`src/rtl/mac_issue_queue.sv`:
```
// mac_issue_queue: issues operand triples to a fixed-latency MAC, tracks them
// in a valid/tag shadow pipe and collects results in a credit-guarded FIFO.
//
// Ports:
//   clk, rst                 clock, synchronous active-high reset
//   in_valid/in_ready        operand handshake (in_a/b/c, in_op, in_tag)
//   mac_a/b/c, mac_op        registered operands to the MAC
//   mac_y                    MAC result, sampled MAC_LATENCY edges after issue
//   out_valid/out_ready      result handshake (out_y, out_tag), FWFT head
//   busy                     any op in flight or buffered
module mac_issue_queue #(
  parameter int MAC_LATENCY = 4,
  parameter int FIFO_DEPTH  = 4,
  parameter int TAG_W       = 4
) (
  input  logic             clk,
  input  logic             rst,
  input  logic             in_valid,
  output logic             in_ready,
  input  logic [31:0]      in_a,
  input  logic [31:0]      in_b,
  input  logic [31:0]      in_c,
  input  logic             in_op,
  input  logic [TAG_W-1:0] in_tag,
  output logic [31:0]      mac_a,
  output logic [31:0]      mac_b,
  output logic [31:0]      mac_c,
  output logic             mac_op,
  input  logic [31:0]      mac_y,
  output logic             out_valid,
  input  logic             out_ready,
  output logic [31:0]      out_y,
  output logic [TAG_W-1:0] out_tag,
  output logic             busy
);

  localparam int AW = $clog2(FIFO_DEPTH);
  localparam int PW = AW + 1;
  localparam int CW = AW + 1;
  localparam logic [CW-1:0] DEPTH_C = CW'(FIFO_DEPTH);

  // credits: in-flight ops plus buffered results
  logic [CW-1:0] used;

  logic issue;
  logic push;
  logic pop;
  logic empty;
  logic full;

  logic [MAC_LATENCY-1:0] vld_pipe;
  logic [TAG_W-1:0]       tag_pipe [MAC_LATENCY];

  logic [31:0]      mem_y   [FIFO_DEPTH];
  logic [TAG_W-1:0] mem_tag [FIFO_DEPTH];
  logic [PW-1:0]    wr_ptr;
  logic [PW-1:0]    rd_ptr;
  logic [AW-1:0]    wr_idx;
  logic [AW-1:0]    rd_idx;

  // in_ready looks only at registered state, never at in_valid
  assign in_ready = !rst && (used < DEPTH_C);
  assign issue    = in_valid && in_ready;

  assign wr_idx = wr_ptr[AW-1:0];
  assign rd_idx = rd_ptr[AW-1:0];

  assign empty = (wr_ptr == rd_ptr);
  assign full  = (wr_idx == rd_idx) &&
                 (wr_ptr[AW] != rd_ptr[AW]);

  assign push = vld_pipe[MAC_LATENCY-1] && !rst;
  assign pop  = out_valid && out_ready;

  assign out_valid = !empty;
  assign busy      = (used != '0);

  // head is forced to zero when nothing is buffered
  assign out_y   = out_valid ? mem_y[rd_idx]   : '0;
  assign out_tag = out_valid ? mem_tag[rd_idx] : '0;

  // operand registers: hold when nothing issues
  always_ff @(posedge clk) begin
    if (rst) begin
      mac_a  <= '0;
      mac_b  <= '0;
      mac_c  <= '0;
      mac_op <= 1'b0;
    end else if (issue) begin
      mac_a  <= in_a;
      mac_b  <= in_b;
      mac_c  <= in_c;
      mac_op <= in_op;
    end
  end

  // shadow pipe shifts every cycle; the MAC never stalls
  always_ff @(posedge clk) begin
    if (rst) begin
      vld_pipe <= '0;
      for (int i = 0; i < MAC_LATENCY; i++) begin
        tag_pipe[i] <= '0;
      end
    end else begin
      vld_pipe[0] <= issue;
      tag_pipe[0] <= issue ? in_tag : '0;
      for (int i = 1; i < MAC_LATENCY; i++) begin
        vld_pipe[i] <= vld_pipe[i-1];
        tag_pipe[i] <= tag_pipe[i-1];
      end
    end
  end

  // result storage
  always_ff @(posedge clk) begin
    if (push) begin
      mem_y[wr_idx]   <= mac_y;
      mem_tag[wr_idx] <= tag_pipe[MAC_LATENCY-1];
    end
  end

  always_ff @(posedge clk) begin
    if (rst) begin
      wr_ptr <= '0;
      rd_ptr <= '0;
    end else begin
      if (push) begin
        wr_ptr <= wr_ptr + 1'b1;
      end
      if (pop) begin
        rd_ptr <= rd_ptr + 1'b1;
      end
    end
  end

  // a pop frees its credit only for the next cycle
  always_ff @(posedge clk) begin
    if (rst) begin
      used <= '0;
    end else begin
      unique case ({issue, pop})
        2'b10:   used <= used + 1'b1;
        2'b01:   used <= used - 1'b1;
        default: used <= used;
      endcase
    end
  end

  always_ff @(posedge clk) begin
    if (!rst) begin
      assert (!(push && full))
        else $error("result pushed into full FIFO");
      assert (used <= DEPTH_C)
        else $error("credit counter overflow");
    end
  end

endmodule

```
`config.mk`:
```
export PLATFORM = sky130hd
export DESIGN_NAME = mac_issue_queue
export DESIGN_NICKNAME = d
export VERILOG_FILES = /design/src/rtl/mac_issue_queue.sv
export SDC_FILE = /design/constraint.sdc
export NUM_CORES = 1
export LEC_CHECK = 0
export BUFFER_PORTS_ARGS = -buffer_cell sky130_fd_sc_hd__buf_2
export CAP_MARGIN = 20
export CORE_UTILIZATION = 50
export DETAILED_ROUTE_END_ITERATION = 7
export PLACE_DENSITY = 0.76
export SETUP_SLACK_MARGIN = 0.5
export SYNTH_ARGS = -nofsm -noshare
export SYNTH_HDL_FRONTEND = slang
export SYNTH_SLANG_ARGS = --single-unit
```
`constraint.sdc`:
```
create_clock -name clk -period 4.8 [get_ports clk]
set_input_delay 0.72 -clock clk [delete_from_list [all_inputs] [get_ports clk]]
set_output_delay 0.72 -clock clk [all_outputs]
set_load 0.02 [all_outputs]
```
==> metrics.md <==
| Metric | Value |
|---|---|
| Status | finished clean |
| Startpoint Class | flip-flop |
| Placement Setup Slack | 1.75 ns |
| F_max | 290 MHz |
| Number of antenna violations at the first check in global routing | 0 |
| Slew Viols, Final | 0 |
| Synth top area cells | edfxtp_1 (41%), dfxtp_1 (25%), mux4_2 (7.1%) |
| Post-synthesis mux area share | 0.0807 |
| Worst Path Max Fanout | 21 |
| Compound-gate portion of the synthesized area | 0.0518 |
| Fin. Hold Viols | 0 |
| M3 GR Usage | 0.0538 |
| Grt total ovfl | 0 |
| Initial core utilization | 0.512 |
| Unique cell type count in the Yosys netlist | 38 |
| Largest family of logic cells by synthesized area | simple AND/OR/NAND/NOR gates |
| First-pass DRT Iterations | 5 |
| Synth top area share | 0.415 |
| Drt drc | 0 |
| Rel. slew slack | 0.297 |
| Final ANT Viol Nets | 0 |
| Cts hold-fix bufs | 0 |
| Commonest cells in the netlist | edfxtp_1 (144), dfxtp_1 (128), nand2_1 (100), nand2b_1 (97), o21ai_0 (93) |
| CP Cell Sequence | buf_4 > mux4_1 > nor2b_1 > buf_2 |
| Layout cells sized above 1 | 0.359 |
| CP max stage cell | dfxtp_2 |
| Seq/Total Area, Yosys | 0.660 |
| Worst-Margin Slew | 1.06 ns |
| Placer Congestion | 0.763 |
| TNS Setup | 0 ns |
| Asr flop ratio synth | 0 |
| Clk buf depth | 3 |
| Root buffer cell | clkbuf_16 |
| Core area | 20400 µm² |
| Period utilisation layout | 0.718 |
| Gr busiest metal | met2 |
| Grt met1 use | 0.246 |
| Final wirelength | 21700 µm |
| Initial drt markers | 341 |
| Resize count post-CTS | 0 |
| Final WS setup | 1.36 ns |
| CTS buffer count | 28 |
| Yosys reg bits | 272 |
| Syn avg cell area | 13.7 µm² |
| Worst Clk Skew | 0.00600 ns |
| First-pass GRT wire length | 33900 µm |
| Hold WC Path Type | in2reg |
| Count leader, synth | edfxtp_1 |
| Vias/cell | 4.94 |
| Post-synth net total | 908 |
| Worst-path clk slew | 0.06 ns |
| Global-route usage over all layers | 0.200 |
| # IOs | 273 |
| GRT met2 Usage | 0.350 |
| Worst-skew pair later-pin latency | 0.52 ns |
| Syn Std Cell Area | 10400 µm² |
| I/O Buffers | 272 |
| Crit Path Class | reg2out |
| PD cells | 446 nW/µm² |
| Synth warn | 0 |
| Adder-Cell Fraction of Synth Area | 0.00912 |
| H-tree depth | 1 |
| Crit path DAT | 2.72 ns |
| Syn Inst Count | 764 |
| Postcts setup bufs | 0 |
| Post-synth EDFFs | 144 |
| Crit end category | output port |
| Detailed Place HPWL | 13800 µm |
| Die Y | 146 µm |
| Via count | 6502 |
| Placement Cell Area | 11900 µm² |
| Row cnt | 52 |
| Total Nets Final | 1167 |
| Synth area leader | edfxtp_1 |
| WP buf/inv | 2 |
| Average wire per standard cell | 16.5 µm |
| XOR/XNOR Fraction of Synth Area | 0.00804 |
| LEAKAGE | 5.04 nW |
| Synth Area in Simple Gates | 0.159 |
| Post-Layout Inst Area | 12800 µm² |
| Clock net sink count | 272 |
| Critical path data required time | 4.08 ns |
| Antenna cells | 0 |
| Unrepaired setup endpoints after global routing | false |
| Area grow syn2layout | 22.2% |
| VDD IR max | 0.273 mV |
| Max Cap Violations | 0 |
| Die Area | 21400 µm² |
| Finish-stage setup viols | 0 |
| Largest net degree at the start of global routing | 127 |
| Die W | 146 µm |
| Crit path time final | 3.44 ns |
| Most common flop cell mapped by yosys | edfxtp_1 |
| CP top delay family | flip-flops |
| Crit path largest cell delay | 0.83 ns |
| Vias in the first global route | 6484 |
| CTS tree | built |
[tightest hold or removal path, stage by stage]
cell and delay, ns:
buf_2 0.07, nand2_1 0.03, o21ai_0 0.05
[where the power goes]
group          switching, mW  internal, mW
combinational          0.569         0.443
sequential            0.0946          2.54
clock                  0.834          1.21
[registers in the layout (all words and copies together), names as in the netlist, named ones only]
signal / cells
mac_a: 32
mac_b: 32
mac_c: 32
mac_op: 1
mem_tag: 16
mem_y: 128
rd_ptr: 3
tag_pipe: 16
used: 3
vld_pipe: 4
wr_ptr: 3
[cells by family (layout without fill, tap and decap cells)]
logic type,after synthesis,after routing
AO/OA/AOI/OAI,106,106
XOR/XNOR,7,7
adder cells (fa/ha/maj),7,7
buffers and inverters,54,335
flip-flops,272,272
multiplexers,38,38
AND/OR/NAND/NOR,280,280
[metal layers]
layer | vias up | part of all wire
met3 | 34 | 0.080
met2 | 242 | 0.50
li1 | 3182 | -
met5 | - | 0
met4 | 0 | 0.017
met1 | 3044 | 0.40
[per-stage QoR]
stage	instances	hold slack (ns)	utilization	total power, mW
4_1_cts	1315	0.364	0.626	5.75
6_report	1315	0.385	0.626	5.69
3_3_place_gp	1263	0.416	0.584	3.69
5_1_grt	1315	0.380	0.626	5.91
2_1_floorplan	764	0.414	-	3.44
3_5_place_dp	1263	0.422	0.584	3.71
[worst paths after layout]
check	startpoint	endpoint	slack, ns	cells past startpoint
hold / removal	in_c[8]	mac_c[8]$_SDFFE_PP0P_	0.39	3
setup / recovery	flip-flop	out_y[31]	1.36	4
hold reg to reg	tag_pipe[1][0]$_SDFF_PP0_	tag_pipe[2][0]$_SDFF_PP0_	0.43	1
setup reg to reg	used[2]$_SDFFE_PP0P_	mac_a[16]$_SDFFE_PP0P_	2.33	4
[placed cells by master (no fill, tap or decap), drive strengths merged, types with 6 or more instances in the layout]
cell / Yosys / final
buf: 24 / 277
edfxtp: 144 / 144
dfxtp: 128 / 128
o21ai: 101 / 101
nand2: 100 / 100
nand2b: 97 / 97
nor2b: 52 / 52
clkbuf: 24 / 38
mux4: 36 / 36
clkinv: 0 / 11
and2: 8 / 8
nor2: 7 / 7
inv: 6 / 6
ha: 6 / 6
[layout make-up]
cell class                      count  area, µm²
Fill cell                        1563       7610
Inverter                            6       22.5
Clock buffer                       38        759
Tap cell                          270        338
Clock inverter                     14        108
Sequential cell                   272       6890
Timing Repair Buffer              277       1400
Multi-Input combinational cell    438       3230
No activity file was read; power rests on OpenSTA's default activity.
